[config.mk]
export PLATFORM = sky130hd
export DESIGN_NAME = dendrite_accum
export DESIGN_NICKNAME = d
export VERILOG_FILES = /design/src/rtl/dendrite_accum.sv
export SDC_FILE = /design/constraint.sdc
export NUM_CORES = 1
export LEC_CHECK = 0
export CORE_MARGIN = 5
export CORE_UTILIZATION = 30
export CTS_BUF_LIST = sky130_fd_sc_hd__clkbuf_8 sky130_fd_sc_hd__clkbuf_16
export CTS_CLUSTER_SIZE = 10
export DETAILED_ROUTE_END_ITERATION = 10
export DONT_BUFFER_PORTS = 1
export RECOVER_POWER = 100
export SLEW_MARGIN = 20
export SYNTH_ARGS = -nofsm -noshare
export SYNTH_HDL_FRONTEND = slang
export SYNTH_SLANG_ARGS = --single-unit
[constraint.sdc]
create_clock -name clk -period 7.2 [get_ports clk]
set_input_delay 0.72 -clock clk [delete_from_list [all_inputs] [get_ports clk]]
set_output_delay 0.72 -clock clk [all_outputs]
set_load 0.05 [all_outputs]
[src/rtl/dendrite_accum.sv]
// Dendrite accumulator: serial fire stream -> 1-cycle read-modify-write of the per-neuron charge RAM,
// once-per-timestep activity reporting through a small FIFO, and a full-RAM zero sweep on clear.

module dendrite_accum_chk #(
  parameter int CNT_W = 3
) (
  input logic             clk,
  input logic             reset_n,
  input logic             push,
  input logic             pop,
  input logic [CNT_W-1:0] fifo_cnt,
  input logic [CNT_W-1:0] fifo_max
);
  // The ready rule must reserve a slot for every fire in flight, so a push never meets a full FIFO.
  assert property (@(posedge clk) disable iff (!reset_n) !(push && (fifo_cnt == fifo_max)))
    else $error("activity FIFO overflow");

  assert property (@(posedge clk) disable iff (!reset_n) !(pop && (fifo_cnt == '0)))
    else $error("activity FIFO underflow");
endmodule

module dendrite_accum #(
  parameter int NUM_NEURONS    = 256,
  parameter int ADDR_W         = 8,
  parameter int CHARGE_W       = 16,
  parameter int ACT_FIFO_DEPTH = 4
) (
  input  logic                clk,
  input  logic                reset_n,
  input  logic                enable,
  input  logic                clear,
  output logic                clear_done,
  input  logic [ADDR_W-1:0]   dend_addr,
  input  logic [8:0]          dend_charge,
  input  logic                dend_vld,
  output logic                dend_rdy,
  output logic                ram_rd_en,
  output logic [ADDR_W-1:0]   ram_rd_addr,
  input  logic [CHARGE_W-1:0] ram_rd_data,
  output logic                ram_wr_en,
  output logic [ADDR_W-1:0]   ram_wr_addr,
  output logic [CHARGE_W-1:0] ram_wr_data,
  output logic [ADDR_W-1:0]   act_addr,
  output logic                act_vld,
  input  logic                act_rdy
);
  localparam int PTR_W = (ACT_FIFO_DEPTH > 1) ? $clog2(ACT_FIFO_DEPTH) : 1;
  localparam int CNT_W = PTR_W + 1;

  typedef enum logic [1:0] {
    ST_IDLE  = 2'd0,
    ST_RUN   = 2'd1,
    ST_CLEAR = 2'd2
  } state_t;

  state_t                state_r;
  state_t                state_s;
  logic                  enter_clear_s;
  logic                  sweep_last_s;
  logic                  clear_pend_r;
  logic                  clear_done_r;
  logic [ADDR_W-1:0]     sweep_cnt_r;

  logic                  s1_vld_r;
  logic [ADDR_W-1:0]     s1_addr_r;
  logic [8:0]            s1_charge_r;
  logic                  fwd_vld_r;
  logic [ADDR_W-1:0]     fwd_addr_r;
  logic [CHARGE_W-1:0]   fwd_data_r;

  logic [NUM_NEURONS-1:0] bitmap_r;
  logic [ADDR_W-1:0]     fifo_mem_r [ACT_FIFO_DEPTH];
  logic [PTR_W-1:0]      wr_ptr_r;
  logic [PTR_W-1:0]      rd_ptr_r;
  logic [CNT_W-1:0]      fifo_cnt_r;

  logic                  rdy_s;
  logic                  accept_s;
  logic [CHARGE_W-1:0]   op_s;
  logic [CHARGE_W:0]     sum_s;
  logic [CHARGE_W-1:0]   sat_s;
  logic                  push_s;
  logic                  pop_s;
  logic                  fifo_empty_s;

  function automatic logic [CHARGE_W-1:0] sat_sum(input logic [CHARGE_W:0] s);
    logic [CHARGE_W-1:0] r;
    if (s[CHARGE_W] != s[CHARGE_W-1]) begin
      r = s[CHARGE_W] ? {1'b1, {(CHARGE_W-1){1'b0}}} : {1'b0, {(CHARGE_W-1){1'b1}}};
    end else begin
      r = s[CHARGE_W-1:0];
    end
    return r;
  endfunction

  // Fire acceptance, RMW datapath and FIFO handshake.
  always_comb begin
    fifo_empty_s = (fifo_cnt_r == '0);
    rdy_s = (state_r == ST_RUN) && enable && !clear_pend_r &&
            (({1'b0, fifo_cnt_r} + {{CNT_W{1'b0}}, s1_vld_r}) < (CNT_W+1)'(ACT_FIFO_DEPTH));
    accept_s = dend_vld && rdy_s;
    if (fwd_vld_r && (fwd_addr_r == s1_addr_r)) begin
      op_s = fwd_data_r;
    end else begin
      op_s = ram_rd_data;
    end
    sum_s  = {op_s[CHARGE_W-1], op_s} + {{(CHARGE_W-8){s1_charge_r[8]}}, s1_charge_r};
    sat_s  = sat_sum(sum_s);
    push_s = s1_vld_r && !bitmap_r[s1_addr_r];
    pop_s  = !fifo_empty_s && act_rdy;
  end

  // Output ports.
  always_comb begin
    dend_rdy    = rdy_s;
    ram_rd_en   = accept_s;
    ram_rd_addr = accept_s ? dend_addr : {ADDR_W{1'b0}};
    ram_wr_en   = 1'b0;
    ram_wr_addr = {ADDR_W{1'b0}};
    ram_wr_data = {CHARGE_W{1'b0}};
    if (state_r == ST_CLEAR) begin
      ram_wr_en   = 1'b1;
      ram_wr_addr = sweep_cnt_r;
    end else if (s1_vld_r) begin
      ram_wr_en   = 1'b1;
      ram_wr_addr = s1_addr_r;
      ram_wr_data = sat_s;
    end else begin
      ram_wr_en   = 1'b0;
    end
    act_vld    = !fifo_empty_s;
    act_addr   = fifo_empty_s ? {ADDR_W{1'b0}} : fifo_mem_r[rd_ptr_r];
    clear_done = clear_done_r;
  end

  // Next-state logic; a clear waits for the pipeline and the FIFO to drain.
  always_comb begin
    state_s       = state_r;
    enter_clear_s = 1'b0;
    sweep_last_s  = (sweep_cnt_r == ADDR_W'(NUM_NEURONS-1));
    case (state_r)
      ST_IDLE, ST_RUN: begin
        if (clear_pend_r && !s1_vld_r && fifo_empty_s) begin
          state_s       = ST_CLEAR;
          enter_clear_s = 1'b1;
        end else begin
          state_s = state_r;
        end
      end
      ST_CLEAR: begin
        if (sweep_last_s) begin
          state_s = ST_RUN;
        end else begin
          state_s = ST_CLEAR;
        end
      end
      default: state_s = ST_IDLE;
    endcase
  end

  // State register, clear bookkeeping and sweep counter.
  always_ff @(posedge clk or negedge reset_n) begin
    if (!reset_n) begin
      state_r      <= ST_IDLE;
      clear_pend_r <= 1'b0;
      clear_done_r <= 1'b0;
      sweep_cnt_r  <= {ADDR_W{1'b0}};
    end else begin
      state_r      <= state_s;
      clear_pend_r <= clear || (clear_pend_r && !enter_clear_s);
      clear_done_r <= (state_r == ST_CLEAR) && sweep_last_s;
      if (state_r == ST_CLEAR) begin
        sweep_cnt_r <= sweep_last_s ? {ADDR_W{1'b0}} : sweep_cnt_r + ADDR_W'(1);
      end else begin
        sweep_cnt_r <= {ADDR_W{1'b0}};
      end
    end
  end

  // S1 stage and write-forwarding register.
  always_ff @(posedge clk or negedge reset_n) begin
    if (!reset_n) begin
      s1_vld_r    <= 1'b0;
      s1_addr_r   <= {ADDR_W{1'b0}};
      s1_charge_r <= 9'd0;
      fwd_vld_r   <= 1'b0;
      fwd_addr_r  <= {ADDR_W{1'b0}};
      fwd_data_r  <= {CHARGE_W{1'b0}};
    end else begin
      s1_vld_r  <= accept_s;
      fwd_vld_r <= s1_vld_r;
      if (accept_s) begin
        s1_addr_r   <= dend_addr;
        s1_charge_r <= dend_charge;
      end
      if (s1_vld_r) begin
        fwd_addr_r <= s1_addr_r;
        fwd_data_r <= sat_s;
      end
    end
  end

  // Touched-neuron bitmap: set on first write, zeroed by the sweep.
  always_ff @(posedge clk or negedge reset_n) begin
    if (!reset_n) begin
      bitmap_r <= {NUM_NEURONS{1'b0}};
    end else if (state_r == ST_CLEAR) begin
      bitmap_r[sweep_cnt_r] <= 1'b0;
    end else if (push_s) begin
      bitmap_r[s1_addr_r] <= 1'b1;
    end
  end

  // Activity FIFO pointers and occupancy.
  always_ff @(posedge clk or negedge reset_n) begin
    if (!reset_n) begin
      wr_ptr_r   <= {PTR_W{1'b0}};
      rd_ptr_r   <= {PTR_W{1'b0}};
      fifo_cnt_r <= {CNT_W{1'b0}};
    end else begin
      if (push_s) begin
        wr_ptr_r <= wr_ptr_r + PTR_W'(1);
      end
      if (pop_s) begin
        rd_ptr_r <= rd_ptr_r + PTR_W'(1);
      end
      case ({push_s, pop_s})
        2'b10:   fifo_cnt_r <= fifo_cnt_r + CNT_W'(1);
        2'b01:   fifo_cnt_r <= fifo_cnt_r - CNT_W'(1);
        default: fifo_cnt_r <= fifo_cnt_r;
      endcase
    end
  end

  // Activity FIFO storage.
  always_ff @(posedge clk or negedge reset_n) begin
    if (!reset_n) begin
      for (int i = 0; i < ACT_FIFO_DEPTH; i++) begin
        fifo_mem_r[i] <= {ADDR_W{1'b0}};
      end
    end else if (push_s) begin
      fifo_mem_r[wr_ptr_r] <= s1_addr_r;
    end
  end

  dendrite_accum_chk #(.CNT_W(CNT_W)) u_chk (
    .clk      (clk),
    .reset_n  (reset_n),
    .push     (push_s),
    .pop      (pop_s),
    .fifo_cnt (fifo_cnt_r),
    .fifo_max (CNT_W'(ACT_FIFO_DEPTH))
  );
endmodule

==> results of run 1 <==
-- critical path: stages (launching register included) --
cell and delay [ps]:
dfrtp_4 480, xor2_1 160, nor4_1 280, nand3_1 200, nor4_4 540, buf_4 300
mux2_2 350, ha_1 360, a21o_1 240, o311ai_0 400, o31ai_1 190, a2bb2oi_1 230
o21ai_0 900, o21ai_0 350, and2_1 430
-- state kept, by name, indices dropped and copies added, names as in the netlist --
register / cells
bitmap_r: 256
fifo_mem_r: 32
fwd_data_r: 16
s1_charge_r: 9
fwd_addr_r: 8
s1_addr_r: 8
sweep_cnt_r: 8
fifo_cnt_r: 3
rd_ptr_r: 2
state_r: 2
wr_ptr_r: 2
clear_done: 1
clear_pend_r: 1
fwd_vld_r: 1
s1_vld_r: 1
-- stage by stage --
stage | setup slack, ps | hold slack, ps | cell area [um^2]
2_1_floorplan | 900 | 372 | 18800
3_3_place_gp | 1220 | 451 | 19700
3_5_place_dp | 1140 | 452 | 19700
6_report | 519 | -105 | 20700
5_1_grt | 94.3 | -128 | 20700
4_1_cts | 516 | -136 | 20900
-- kinds of logic after synthesis --
family / count (synthesis) / synth area share [%]
XOR/XNOR: 29 / 1.35
flip-flops: 350 / 46.5
buffers and inverters: 333 / 7.00
adder cells (fa/ha/maj): 27 / 1.87
multiplexers: 141 / 12.5
AO/OA/AOI/OAI: 590 / 20.2
AND/OR/NAND/NOR: 436 / 10.5
-- worst paths after layout --
check	endpoint	slack [ps]	depth (start not counted)
hold reg to reg	fifo_cnt_r[2]	480	1
min in group clk	clear_pend_r	260	1
setup reg to reg	bitmap_r[163]	650	11
max in group asynchronous	bitmap_r[209]	6210	0
hold / removal	bitmap_r[67]	-100	0
setup / recovery	ram_wr_data[6]	520	14
-- synthesized netlist by cell type, drive strengths merged (4+ instances only) --
master and n:
a21o 19, dfrtp 350, and2 26, nor3 28, o21ai 78, ha 25
a22oi 7, xor2 19, o21a 20, o22ai 163, or2 4, mux2 56
buf 47, a211oi 6, o21bai 5, or3 4, nand4 6, nand3 31
o41ai 6, inv 195, a21oi 184, nor2 128, o211ai 4, xnor2 10
nor4 5, and3 13, nor2b 11, nand2 161, o31ai 20, nand2b 14
mux4 70, a31oi 10, clkbuf 90, mux2i 15, a32o 52
-- area by class of cell --
| class | instances | share of cell area [%] |
|---|---|---|
| flip-flops and latches | 350 | 42.3 |
| multi-input cells | 1223 | 42.0 |
| clock buffers | 43 | 5.09 |
| well taps | 837 | 5.06 |
| inverters | 196 | 3.55 |
| repair buffers | 52 | 1.63 |
| clock inverters | 11 | 0.344 |
| diodes | 2 | 0.0242 |
-- cell usage in the layout (no fill, tap or decap), types with 6 or more instances in the layout --
cell type and n:
nor2b_1 10, o31ai_1 19, o41ai_1 6, nand3_1 30, inv_1 202, clkbuf_1 9
nor3_1 27, ha_1 25, xnor2_1 10, nand2_1 161, mux2i_1 15, and2_0 15
a32o_1 52, nand2b_1 14, clkbuf_16 41, buf_4 35, a21oi_1 184, and2_1 10
clkbuf_2 8, xor2_1 19, mux4_2 70, and3_1 13, o21a_1 20, dfrtp_1 347
a31oi_1 10, a22oi_1 7, a21o_1 19, nor2_1 125, o21ai_0 78, o22ai_1 163
a211oi_1 6, mux2_2 56
-- power by group --
| part | switching, uW | total, uW | leakage, uW | internal, uW |
|---|---|---|---|---|
| clock | 821 | 1860 | 0.000581 | 1040 |
| combinational | 635 | 816 | 0.00292 | 181 |
| sequential | 82.3 | 2090 | 0.00479 | 2010 |
-- layer usage --
| layer | wire length (um) | share of wire [%] | vias up | GRT usage [%] |
|---|---|---|---|---|
| li1 | - | - | 6737 | - |
| met1 | 24800 | 41 | 7807 | 23.0 |
| met2 | 28100 | 46 | 717 | 28.0 |
| met3 | 5240 | 8.6 | 169 | 3.62 |
| met4 | 2770 | 4.5 | 0 | 7.90 |
| met5 | 0 | 0 | - | 0 |
==> out/results.ini, run 1 <==
[layout]
seq_area_um2=8760
final_nets=1930
fillers=6327
multiInputGateArea_um2=8690
post-route-util_pct=33.4
drive_above_1_share_pct=12.5
syn_to_final_growth_pct=10.0
instances_no_fill=2714

[clocking]
numCtsBuffers=41
post_cts_resize_count=0
clock_latency_ps=570
cts_root_buffer=clkbuf_16
clockBufferDepth=3
post_cts_buffers=0
cts_tree=yes
cts.sinks=350
clk_pin_slew_ps=60
cts.htree.levels=2

[logic_synthesis]
yosysSeqAreaShare_pct=46.5
yosys-top-cells-area=dfrtp_1, mux4_2, o22ai_1
synth_area_leader_cell=dfrtp_1
ys_async_sr_fraction_pct=100
synth_edf_count=0
synth.distinct_cells=63
avgSynthCellArea_um2=9.87
ys_seq_elements=350
netlist_area_um2=18800
synthesis.nets=1972
postSynthCellCount=1906
yosys_warnings=0
synth_flop_cell=dfrtp_1
netlist.area_leader.share_pct=46.5

[worst_setup_path]
startpoint=s1_addr_r[0]
arrival_ps=5960
cp_max_fo=9
cp-start-kind=flop
cp.required_ps=6480
path_class=flop to primary output
reg2reg_from=s1_addr_r[0]
cp-end-kind=primary output

[floorplanning]
die-area_um2=67800
dieWidth_um=260
io_pins=84
rows=91
core_area_um2=61900
start_util_pct=30.4
die_h_um=260

[detailed_routing]
viasPerCell=5.69
final_antenna_net_count=0
drt-pass1-iter-count=5
drt_iter0_markers=1689
drc=0
vias=15430
drt_wl_total_mm=60.8
wl_per_cell_um=22.4

[status]
violations=negative hold slack, max-capacitance violations, max-slew violations
outcome=complete, but fails checks

[grt]
antenna_found_initial=1
grt_use_total_pct=17.5
grt_pass1_wl_mm=94.2
grt_max_degree=351
grt_pass1_vias=15578
gr-total-overflow=0

[sta]
max_freq_mhz=150
setup_tns_ps=0
fin_skew_ps=26.7
drv_slew=104
rsz0062_at_grt=false
worst_pin_slew_ps=1920
maxSlewHeadroom_pct=-29.6
hold_viol=86
hold_ws_ps=-105
setup_viol=0
fin_crit_sh_pct=92.8
fin_crit_ps=6680

[flow_run]
drv_cap=12

[place]
dpl.cell_count=2658
routabilityCongestion=0.890
dpl.hpwl_mm=38.2
portBuffers=0

[pwr]
power_density_nw_per_um2=230
ir_drop_mv=0.171
p_total_uw=4770
p_leak_uw=0.00829

[min_path]
hp-class=input port to async pin

Power figures use the tool's default switching activity.
==> run 2: changes to the inputs <==
Settings changed: HOLD_SLACK_MARGIN set to 0.02, PLACE_DENSITY set to 0.56.
==> out/results.ini, run 2 (same netlist as run 1, synthesis figures left out) <==
[status]
outcome=complete, but fails checks
violations=negative hold slack, max-capacitance violations, max-slew violations

[sta]
fin_ws_ps=621
setup_viol=0
hold_ws_ps=-100
setup_tns_ps=0
fin_crit_sh_pct=91.4
worst_pin_slew_ps=2510
fin_skew_ps=15.1
drv_slew=144
maxSlewHeadroom_pct=-67.6
hold_viol=88
rsz0062_at_grt=false
max_freq_mhz=152
fin_crit_ps=6580

[pwr]
p_leak_uw=0.00832
p_total_uw=4920
ir_drop_mv=0.172
power_density_nw_per_um2=236

[layout]
syn_to_final_growth_pct=10.6
final_nets=1936
largest_reg_flops=256
max_flop_register=bitmap_r
final_cell_mix=dfrtp_1, inv_1, a21oi_1
fillers=6310
top_regs=bitmap_r x256, fifo_mem_r x32, fwd_data_r x16
drive_above_1_share_pct=12.4
final_common_cell=dfrtp_1
final_area_um2=20800

[clocking]
numCtsBuffers=42
clockBufferDepth=3
cts_root_buffer=clkbuf_16
cts.sinks=350
cts.htree.levels=2
cts_tree=yes
clk_pin_slew_ps=60
clock_latency_ps=550

[worst_setup_path]
path_class=flop to flop
cp_max_fo=55
cp-end-kind=flop
cp-start-kind=flop
cp.required_ps=7630
arrival_ps=7010

[place]
post-place-ws_ps=1340
placed_area_um2=19800
routabilityCongestion=0.850
dpl.hpwl_mm=38.8
portBuffers=0

[detailed_routing]
viasPerCell=5.62
drc=0
wl_per_cell_um=22.6
drt_wl_total_mm=61.4
vias=15302
final_antenna_net_count=0
drt-pass1-iter-count=6
drt_iter0_markers=1614

[floorplanning]
start_util_pct=30.4
core_area_um2=61900
io_pins=84
die-area_um2=67800
die_h_um=260
rows=91
dieWidth_um=260

[flow_run]
drv_cap=12

[grt]
grt_pass1_vias=15719
antenna_found_initial=0
gr-total-overflow=0
grt_pass1_wl_mm=95.6
grt_max_degree=351
grt_use_total_pct=17.8

[min_path]
hp-class=input port to async pin

## run 2: changes by cell type in the layout (fill, tap and decap cells not counted), moves of 2 or more
cell	delta
clkbuf_1	+8
buf_4	-4
clkbuf_16	+4
bufinv_16	+2
clkinv_8	-2
inv_1	-2
## run 2: cell type report
class	instances	area [um^2]	area share, %
multi-input combinational	1223	8680	41.7
clock inverter	9	87.6	0.421
inverter	196	736	3.53
antenna	2	5.00	0.0240
clock buffer	47	1150	5.54
timing repair buffer	57	342	1.64
sequential	350	8760	42.1
tap	837	1050	5.03
## run 2: critical path, stage by stage, from the launching register on
cell	delay, ps
dfrtp_4	400
clkbuf_2	1230
buf_4	770
mux4_2	630
mux4_2	480
a211oi_1	280
nor3_1	90
nor3_2	160
clkbuf_1	990
nand3_4	780
o31ai_1	490
## run 2: metal layers
layer / GRT usage, % / share of wire (%)
met1: 24.4 / 41
met2: 28.5 / 47
met3: 2.65 / 7.4
met4: 6.99 / 4.1
met5: 0 / 0
## run 2: repair_timing
| action | in CTS | in global routing |
|---|---|---|
| endpoints found under the hold margin | 350 | 350 |
| buffers inserted | 0 | 0 |
| setup endpoints to repair | 0 | 0 |
| resized for setup | 0 | 0 |
## run 2: worst paths after layout
| kind | slack [ps] | depth (start not counted) | from | endpoint |
|---|---|---|---|---|
| min in group clk | 270 | 1 | clear | clear_pend_r |
| min reg2reg | 480 | 1 | fifo_cnt_r[2] | fifo_cnt_r[2] |
| min | -100 | 0 | reset_n | bitmap_r[107] |
| max in group asynchronous | 6400 | 0 | reset_n | bitmap_r[216] |
| max | 620 | 10 | s1_addr_r[0] | bitmap_r[95] |
| max reg2reg | 620 | 10 | s1_addr_r[0] | bitmap_r[95] |
## run 2: per-stage QoR
stage          hold slack [ps]  util, %  std cells
6_report                  -100     33.6       2721
2_1_floorplan              372        -       1906
5_1_grt                   -123     33.6       2719
3_5_place_dp               449     31.9       2663
3_3_place_gp               450     31.9       2663
4_1_cts                   -130     33.9       2719
## run 2: report_power, final
part	total, uW	internal [uW]	switching (uW)
logic	820	181	639
clock network	2000	1190	810
registers	2100	2010	83.5
total	4920	3380	1530
